--- src/rtl/i2c_byte_master_if.sv ---
// Host handshake and SDA/SCL-control signals of the byte-level I2C master.
interface i2c_byte_master_if #(
    parameter int unsigned ADDR_W = 7,
    parameter int unsigned DATA_W = 8
);
    logic              data_clk;
    logic              ena;
    logic [ADDR_W-1:0] addr;
    logic              rw;
    logic [DATA_W-1:0] data_wr;
    logic              sda_in;
    logic              busy;
    logic [DATA_W-1:0] data_rd;
    logic              ack_error;
    logic              sda_oe;
    logic              scl_not_ena;

    modport master (
        input  data_clk, ena, addr, rw, data_wr, sda_in,
        output busy, data_rd, ack_error, sda_oe, scl_not_ena
    );

    modport slave (
        output data_clk, ena, addr, rw, data_wr, sda_in,
        input  busy, data_rd, ack_error, sda_oe, scl_not_ena
    );
endinterface

--- src/rtl/i2c_byte_master.sv ---
// Byte-level I2C master: sequences START, address, data, ACK/NACK, repeated START
// and STOP on SDA, paced by the data_clk phase from the SCL generator.
module i2c_byte_master #(
    parameter int unsigned ADDR_W = 7,
    parameter int unsigned DATA_W = 8
) (
    input logic              clk,
    input logic              rst,
    i2c_byte_master_if.master bus
);
    localparam int unsigned CNT_W = $clog2(DATA_W + 1);
    localparam int unsigned AR_W  = ADDR_W + 1;

    typedef enum logic [3:0] {
        READY, START, COMMAND, SLV_ACK1, WR, RD, SLV_ACK2, MSTR_ACK, STOP
    } state_t;

    state_t            state_q, state_d;
    logic              busy_q, busy_d;
    logic [DATA_W-1:0] data_rd_q, data_rd_d;
    logic              ack_error_q, ack_error_d;
    logic              sda_oe_q, sda_oe_d;
    logic              scl_not_ena_q, scl_not_ena_d;
    logic              dclk_prev_q;
    logic [CNT_W-1:0]  bit_cnt_q, bit_cnt_d;
    logic [AR_W-1:0]   ar_q, ar_d;
    logic [DATA_W-1:0] tx_q, tx_d;
    logic [DATA_W-1:0] rx_q, rx_d;

    logic              rise, fall, same;
    logic [CNT_W-1:0]  cnt_m1;
    logic [AR_W-1:0]   ar_shift;
    logic [DATA_W-1:0] tx_shift;

    assign rise     = bus.data_clk & ~dclk_prev_q;
    assign fall     = ~bus.data_clk & dclk_prev_q;
    assign same     = ({bus.addr, bus.rw} == ar_q);
    assign cnt_m1   = bit_cnt_q - CNT_W'(1);
    assign ar_shift = ar_q >> cnt_m1;
    assign tx_shift = tx_q >> cnt_m1;

    // Next-state and next-output decode; rise = data change point, fall = SCL-high point
    always_comb begin
        state_d       = state_q;
        busy_d        = busy_q;
        data_rd_d     = data_rd_q;
        ack_error_d   = ack_error_q;
        sda_oe_d      = sda_oe_q;
        scl_not_ena_d = scl_not_ena_q;
        bit_cnt_d     = bit_cnt_q;
        ar_d          = ar_q;
        tx_d          = tx_q;
        rx_d          = rx_q;

        if (rise) begin
            case (state_q)
                READY: begin
                    if (bus.ena) begin
                        ar_d    = {bus.addr, bus.rw};
                        tx_d    = bus.data_wr;
                        busy_d  = 1'b1;
                        state_d = START;
                    end else begin
                        busy_d  = 1'b0;
                    end
                end
                START: begin
                    sda_oe_d  = ~ar_q[ADDR_W];
                    bit_cnt_d = CNT_W'(ADDR_W);
                    state_d   = COMMAND;
                end
                COMMAND: begin
                    if (bit_cnt_q == '0) begin
                        sda_oe_d  = 1'b0;
                        bit_cnt_d = CNT_W'(DATA_W - 1);
                        state_d   = SLV_ACK1;
                    end else begin
                        bit_cnt_d = cnt_m1;
                        sda_oe_d  = ~ar_shift[0];
                    end
                end
                SLV_ACK1: begin
                    if (!ar_q[0]) begin
                        sda_oe_d = ~tx_q[DATA_W-1];
                        state_d  = WR;
                    end else begin
                        sda_oe_d = 1'b0;
                        state_d  = RD;
                    end
                end
                WR: begin
                    if (bit_cnt_q == '0) begin
                        sda_oe_d  = 1'b0;
                        busy_d    = 1'b0;
                        bit_cnt_d = CNT_W'(DATA_W - 1);
                        state_d   = SLV_ACK2;
                    end else begin
                        bit_cnt_d = cnt_m1;
                        sda_oe_d  = ~tx_shift[0];
                    end
                end
                RD: begin
                    if (bit_cnt_q == '0) begin
                        data_rd_d = rx_q;
                        busy_d    = 1'b0;
                        bit_cnt_d = CNT_W'(DATA_W - 1);
                        sda_oe_d  = bus.ena & same;
                        state_d   = MSTR_ACK;
                    end else begin
                        bit_cnt_d = cnt_m1;
                    end
                end
                SLV_ACK2, MSTR_ACK: begin
                    // Same target continues the burst; a new target forces a repeated START
                    if (bus.ena) begin
                        ar_d   = {bus.addr, bus.rw};
                        tx_d   = bus.data_wr;
                        busy_d = 1'b1;
                        if (same && !ar_q[0]) begin
                            sda_oe_d = ~bus.data_wr[DATA_W-1];
                            state_d  = WR;
                        end else if (same) begin
                            sda_oe_d = 1'b0;
                            state_d  = RD;
                        end else begin
                            sda_oe_d = 1'b0;
                            state_d  = START;
                        end
                    end else begin
                        sda_oe_d = 1'b1;
                        state_d  = STOP;
                    end
                end
                default: ;
            endcase
        end else if (fall) begin
            case (state_q)
                START: begin
                    sda_oe_d = 1'b1;
                    if (scl_not_ena_q) ack_error_d = 1'b0;
                    scl_not_ena_d = 1'b0;
                end
                SLV_ACK1, SLV_ACK2: begin
                    if (bus.sda_in) ack_error_d = 1'b1;
                end
                RD: begin
                    rx_d = (rx_q & ~(DATA_W'(1) << bit_cnt_q))
                         | (DATA_W'(bus.sda_in) << bit_cnt_q);
                end
                STOP: begin
                    sda_oe_d      = 1'b0;
                    scl_not_ena_d = 1'b1;
                    busy_d        = 1'b0;
                    state_d       = READY;
                end
                default: ;
            endcase
        end
    end

    // State register; reset releases the bus immediately without a STOP
    always_ff @(posedge clk or negedge rst) begin
        if (!rst) begin
            state_q       <= READY;
            busy_q        <= 1'b0;
            data_rd_q     <= '0;
            ack_error_q   <= 1'b0;
            sda_oe_q      <= 1'b0;
            scl_not_ena_q <= 1'b1;
            dclk_prev_q   <= 1'b0;
            bit_cnt_q     <= '0;
            ar_q          <= '0;
            tx_q          <= '0;
            rx_q          <= '0;
        end else begin
            state_q       <= state_d;
            busy_q        <= busy_d;
            data_rd_q     <= data_rd_d;
            ack_error_q   <= ack_error_d;
            sda_oe_q      <= sda_oe_d;
            scl_not_ena_q <= scl_not_ena_d;
            dclk_prev_q   <= bus.data_clk;
            bit_cnt_q     <= bit_cnt_d;
            ar_q          <= ar_d;
            tx_q          <= tx_d;
            rx_q          <= rx_d;
        end
    end

    assign bus.busy        = busy_q;
    assign bus.data_rd     = data_rd_q;
    assign bus.ack_error   = ack_error_q;
    assign bus.sda_oe      = sda_oe_q;
    assign bus.scl_not_ena = scl_not_ena_q;
endmodule
--- src/flat_wrapper.sv ---
// flat-port wrapper written by rule: the top's interface ports become plain ports
module i2c_byte_master_flat 
#(
    parameter int unsigned ADDR_W = 7,
    parameter int unsigned DATA_W = 8
)
  (clk, rst, bus_data_clk, bus_ena, bus_addr, bus_rw, bus_data_wr, bus_sda_in, bus_busy, bus_data_rd, bus_ack_error, bus_sda_oe, bus_scl_not_ena);
  i2c_byte_master_if #(.ADDR_W(ADDR_W), .DATA_W(DATA_W)) bus_i ();
  input logic clk;
  input logic rst;
  input wire logic [$bits(bus_i.data_clk)-1:0] bus_data_clk;
  input wire logic [$bits(bus_i.ena)-1:0] bus_ena;
  input wire logic [$bits(bus_i.addr)-1:0] bus_addr;
  input wire logic [$bits(bus_i.rw)-1:0] bus_rw;
  input wire logic [$bits(bus_i.data_wr)-1:0] bus_data_wr;
  input wire logic [$bits(bus_i.sda_in)-1:0] bus_sda_in;
  output wire logic [$bits(bus_i.busy)-1:0] bus_busy;
  output wire logic [$bits(bus_i.data_rd)-1:0] bus_data_rd;
  output wire logic [$bits(bus_i.ack_error)-1:0] bus_ack_error;
  output wire logic [$bits(bus_i.sda_oe)-1:0] bus_sda_oe;
  output wire logic [$bits(bus_i.scl_not_ena)-1:0] bus_scl_not_ena;
  assign bus_i.data_clk = bus_data_clk;
  assign bus_i.ena = bus_ena;
  assign bus_i.addr = bus_addr;
  assign bus_i.rw = bus_rw;
  assign bus_i.data_wr = bus_data_wr;
  assign bus_i.sda_in = bus_sda_in;
  assign bus_busy = bus_i.busy;
  assign bus_data_rd = bus_i.data_rd;
  assign bus_ack_error = bus_i.ack_error;
  assign bus_sda_oe = bus_i.sda_oe;
  assign bus_scl_not_ena = bus_i.scl_not_ena;
  i2c_byte_master #(.ADDR_W(ADDR_W), .DATA_W(DATA_W)) u_core (.clk(clk), .rst(rst), .bus(bus_i));
endmodule
--- config.mk ---
export PLATFORM = sky130hd
export DESIGN_NAME = i2c_byte_master_flat
export DESIGN_NICKNAME = d
export VERILOG_FILES = /design/src/rtl/i2c_byte_master_if.sv /design/src/rtl/i2c_byte_master.sv /design/src/flat_wrapper.sv
export SDC_FILE = /design/constraint.sdc
export NUM_CORES = 1
export LEC_CHECK = 0
export CAP_MARGIN = 20
export CORE_MARGIN = 2
export CORE_UTILIZATION = 40
export DETAILED_ROUTE_END_ITERATION = 6
export GPL_TIMING_DRIVEN = 0
export PLACE_DENSITY = 0.59
export SETUP_SLACK_MARGIN = 0.4
export SYNTH_ARGS = -nofsm -noshare
export SYNTH_HDL_FRONTEND = slang
export SYNTH_SLANG_ARGS = --single-unit
--- constraint.sdc ---
create_clock -name clk -period 2.75 [get_ports clk]
set_input_delay 0.55 -clock clk [delete_from_list [all_inputs] [get_ports clk]]
set_output_delay 0.55 -clock clk [all_outputs]
set_load 0.03 [all_outputs]
# Word-level counts from Yosys, hierarchy flattened
# Cells that the tools add are included.
# Widths: inputs -> output; s select.
# word_totals
reg_bits	45
inputBits	21
out_inout_bits	12
elab_cells	109
# classes
n_addsub	1
n_eq_ne	20
shifts	4
n_mux	35
n_bitwise	14
n_reduce_logical	24
# op_table
op	n
$mux 4	10
$pmux 4 s7	1
$ne 3x3->1 const B	6
$mux 1	17
$eq 4x3->1 const B	4
$shr 8x4->1	2
$reduce_and 3->1	4
$reduce_and 5->1	2
$reduce_bool 2->1	5
$and 8x8->8	1
$eq 4x2->1 const B	2
$eq 8x8->1	1
$logic_not 4->1	2
$ne 8x8->1 const B	1
$not 1->1	8
$not 8->8	1
$or 8x8->8	1
$pmux 4 s2	1
$shl 1x4->8	1
$shl 1x4->8 const A	1
$ne 7x7->1 const B	1
$reduce_and 7->1	1
$pmux 1 s2	3
$pmux 1 s6	1
other kinds (16)	21

# Longest topological paths before layout
# logic_depth
depth_word	6
depth_mapped	9
mapped_depth_nobuf	8

# Least setup slack after synthesis
# OpenSTA, ideal clock, no wires.
# synth_path
kind	flip-flop to flip-flop
from	register u_core.bit_cnt_q[0]
to	register u_core.sda_oe_q (netlist: u_core.bus.sda_oe)
setup_time_ns	0.095
arrival_time_ns	2.716
required_ns	2.655
path_slack_ns	-0.061
path_stages_with_launch	10
n_path_buf	1
period_less_slack_ns	2.811
cell_sequence	dfrtp_1 -> clkbuf_1 -> inv_1 -> ha_1 -> xor2_4 -> mux4_1 -> mux2_2 -> a2111oi_2 -> nor4_1 -> o31ai_1
# synth_between
elab_chain_len	6
elab_cells_between_ends	12
classes_between	add/sub (1); eq/ne (1); shift (2); mux (4); bitwise (2); reduce/logical (2)
# synth_rtl
item	line_no	text
start, declared	i2c_byte_master.sv:25	logic [CNT_W-1:0] bit_cnt_q, bit_cnt_d;
start signal, assigned	i2c_byte_master.sv:183	bit_cnt_q <= bit_cnt_d;
$sub 4x1->4	i2c_byte_master.sv:38	assign cnt_m1 = bit_cnt_q - CNT_W'(1);
$shr 8x4->1, on equally long branches	i2c_byte_master.sv:40, i2c_byte_master.sv:39	
$not 1->1, on equally long branches	i2c_byte_master.sv:99, i2c_byte_master.sv:79	
$mux 1, on equally long branches	i2c_byte_master.sv:92, i2c_byte_master.sv:73	
$pmux 1 s6	i2c_byte_master.sv:56	case (state_q)
$mux 1	i2c_byte_master.sv:55	if (rise) begin
end signal, assigned	i2c_byte_master.sv:180	sda_oe_q <= sda_oe_d;
end, declared	i2c_byte_master.sv:22	logic sda_oe_q, sda_oe_d;
# Several ways; a longest one is shown, not always the timed one.
# A chain may end at the register's enable or synchronous reset.

# Worst setup path after layout
# Same ends and word-level chain as after synthesis.

==> results.yml <==
worst_setup_path:
  rrSetupSlack_ns: 0.31
  slowest_delay_ns: 0.53
  path_class: "register to register"
  cp_max_fo: 3
  r2r_cells: 9
  slowest_stage: "mux4_2"
  regToRegEndpoint: "u_core.bus.sda_oe"
  crit_required_ns: 2.97
  cp-end-kind: "register"
  startpoint_type: "register"
  reg2reg_from: "u_core.bit_cnt_q[0]"
  cp_data_arrival_time_ns: 2.66
  path_cells: "clkbuf_8 -> inv_8 -> ha_4 -> xor2_4 -> mux4_2 -> mux2_4 -> a2111oi_4 -> nor4_2 -> o31ai_1"
power_and_ir_drop:
  peakVddDrop_mv: 0.400
  power_leakage_nw: 1.32
  switching_share_pct: 37.2
  p_int_mw: 1.73
  p_seq_share_pct: 36.2
  p_comb_share_pct: 44.4
  power_density_nw_per_um2: 853
  p_clk_share_pct: 19.4
  power.switching_mw: 1.02
run_status:
  status: "complete, no violations"
cells_and_area:
  nNetsFinal: 321
  layout_common_cells: "dfrtp_1, clkdlybuf4s50_1, nand2_1, mux2_2, o21ai_0"
  drive_above_1_share_pct: 22.8
  final_cell_area_um2: 3220
  fillers: 537
  diodes: 0
  final_common_cell: "dfrtp_1"
  final_cells: 369
  area_delta_synth_final_pct: 29.2
logic_synthesis:
  synth_warnings: 0
  synth-seq-cells: 45
  synthesis.nets: 271
  synth_edf_count: 0
  ys_async_sr_fraction_pct: 100
  netlist-cell-type-count: 44
  synthFlopType: "dfrtp_1"
  avgSynthCellArea_um2: 10.3
  yosysSeqAreaShare_pct: 45.2
  syn_area_um2: 2490
  synthCells: 243
place:
  pre_cts_ws_ns: -0.375
  port_buffers: 31
  placed_area_um2: 2940
  gp_congestion: 0.827
  dp_cells: 350
  hpwl_mm: 3.87
global_route:
  grt_pass1_wl_mm: 9.91
  grt-ovfl-total: 0
  grt_max_degree: 25
  grt_util_all_layers_pct: 17.6
  grt_antenna_before_repair: 0
  first_global_vias: 1951
clock_tree:
  cts_sinks: 45
  clock_latency_ns: 0.30
  cts_buffers: 5
  cts_tree: "yes"
  path_clk_slew_ns: 0.09
  htreeDepth: 2
  cts-root-buf: "clkbuf_8"
  max-clock-path-buffers: 2
timing:
  worst_slack_ns: 0.305
  fin_crit_sh_pct: 88.9
  slew_headroom_pct: 64.1
  rsz0062_at_grt: "true"
  fin_worst_skew_ns: 0.00634
  worstMarginPinSlew_ns: 0.534
  hold_violations: 0
  maxSlewViolCount: 0
  fmax_mhz: 409
  setup_viol: 0
  layout_min_cycle_time_ns: 2.44
drt:
  detail-route-antenna-nets: 0
  first_iter_violations: 180
  routed_wirelength_mm: 5.71
  drt-pass1-iter-count: 4
  drc: 0
  wl_per_cell_um: 15.5
  via_per_inst: 5.43
  vias: 2002
flow_run:
  maxCapViolCount: 0
worst_hold_path:
  hp-class: "input port to asynchronous set/reset pin"
die:
  core_area_um2: 5990
  ios: 33
  dieArea_um2: 6880
  start_util_pct: 41.6
  die_x_um: 83.0
  row_count: 28
  die_y_um: 83.0
-- metal layers --
layer | vias to the layer above | GRT usage, % | part of all wire (%)
met5 | - | 0 | 0
met4 | 0 | 6.26 | 1.8
met3 | 10 | 4.08 | 5.7
met2 | 73 | 26.0 | 45
li1 | 973 | - | -
met1 | 946 | 25.2 | 47
-- worst max-delay path by stage --
stage                              startpoint                 to  slack, ns  cells after the start
final                     u_core.bit_cnt_q[0]  u_core.bus.sda_oe       0.31                      9
after floorplan           u_core.bit_cnt_q[0]  u_core.bus.sda_oe       0.31                      9
after CTS                 u_core.bit_cnt_q[0]  u_core.bus.sda_oe       0.23                      9
after global routing      u_core.bit_cnt_q[0]  u_core.bus.sda_oe       0.13                      9
after detailed placement         bus_data_clk     u_core.tx_q[5]      -0.38                      8
after global placement           bus_data_clk     u_core.tx_q[6]      -0.39                      8
-- Yosys cell counts (2+ instances only) --
library cell   n  share of area, %
ha_1           7               3.5
xnor2_1        2              0.70
nand3_1       13               2.6
o21bai_1       2              0.60
a31oi_1        3              0.75
nor2_1         9               1.4
a21oi_1        8               1.6
inv_1         11               1.7
mux2i_1        3               1.2
clkbuf_1      10               1.5
nor3_1         6               1.2
mux2_2        26                12
nand2_1       28               4.2
nand2b_1       3              0.75
o22ai_1        2              0.50
xor2_1         9               3.2
nor2b_1        2              0.50
mux4_1         2               2.1
o21ai_0       22               4.4
a32o_1         2              0.80
o31ai_1        4               1.2
nor4_1         4               1.0
dfrtp_1       44                44
-- critical path: cells and delay by family, from the launching register on --
kind                       cells  cell delay (ns)
adders and majority gates      1             0.14
AOI/OAI and AO/OA              2             0.49
and+or+nand+nor                1             0.07
buffers and inverters          2             0.21
DFF                            1             0.40
xor gates and xnor gates       1             0.22
muxes                          2             0.83
-- cells by family after synthesis --
group,Yosys count,share of synthesized area [%]
buffers and inverters,23,3.81
multiplexers,31,15.0
flip-flops,45,45.2
AO/OA/AOI/OAI,53,13.7
adder cells (fa/ha/maj),7,3.51
AND/OR/NAND/NOR,72,13.8
XOR/XNOR,12,4.97
-- sequential cells by signal (all words and copies together) (netlist names) --
register,cells
u_core.bus.sda_oe,1
u_core.bus.scl_not_ena,1
u_core.state_q,4
u_core.rx_q,8
u_core.bus.busy,1
u_core.ar_q,8
u_core.dclk_prev_q,1
u_core.bus.ack_error,1
u_core.bit_cnt_q,4
u_core.bus.data_rd,8
u_core.tx_q,8
-- power by group through the flow --
stage / registers [mW] / clock network, mW / logic [mW]
after floorplan: 1.01 / 0 / 0.779
after global placement: 1.01 / 0 / 1.05
after detailed placement: 1.02 / 0 / 1.06
after CTS: 0.991 / 0.548 / 1.21
after global routing: 1.03 / 0.575 / 1.35
final: 0.994 / 0.533 / 1.22
-- repair_timing --
action	CTS	global route
hold buffers	0	0
pin swaps	5	4
endpoints found under the setup margin	37	31
buffers inserted	8	3
resized for setup	13	3
cloned	0	0
endpoints found under the hold margin	0	0
-- metrics by stage --
stage | util [%] | setup TNS, ns | total power [mW] | hold WS, ns
final | 53.8 | 0 | 2.75 | 0.208
after global routing | 53.8 | 0 | 2.95 | 0.258
after CTS | 53.1 | 0 | 2.75 | 0.230
after detailed placement | 49.1 | -3.84 | 2.08 | 0.474
after global placement | 48.8 | -12.02 | 2.07 | 0.471
after floorplan | - | 0 | 1.79 | 0.254
-- cell type report --
cell class	instances	area (µm²)	area share [%]
clock buffers	7	86.3	2.68
plain buffers	12	66.3	2.06
multi-input cells	175	1360	42.2
well taps	75	93.8	2.91
clock inverters	1	30.0	0.932
repair buffers	43	408	12.7
flip-flops and latches	45	1130	35.0
inverters	11	48.8	1.51
No activity file was read; power rests on OpenSTA's default activity.
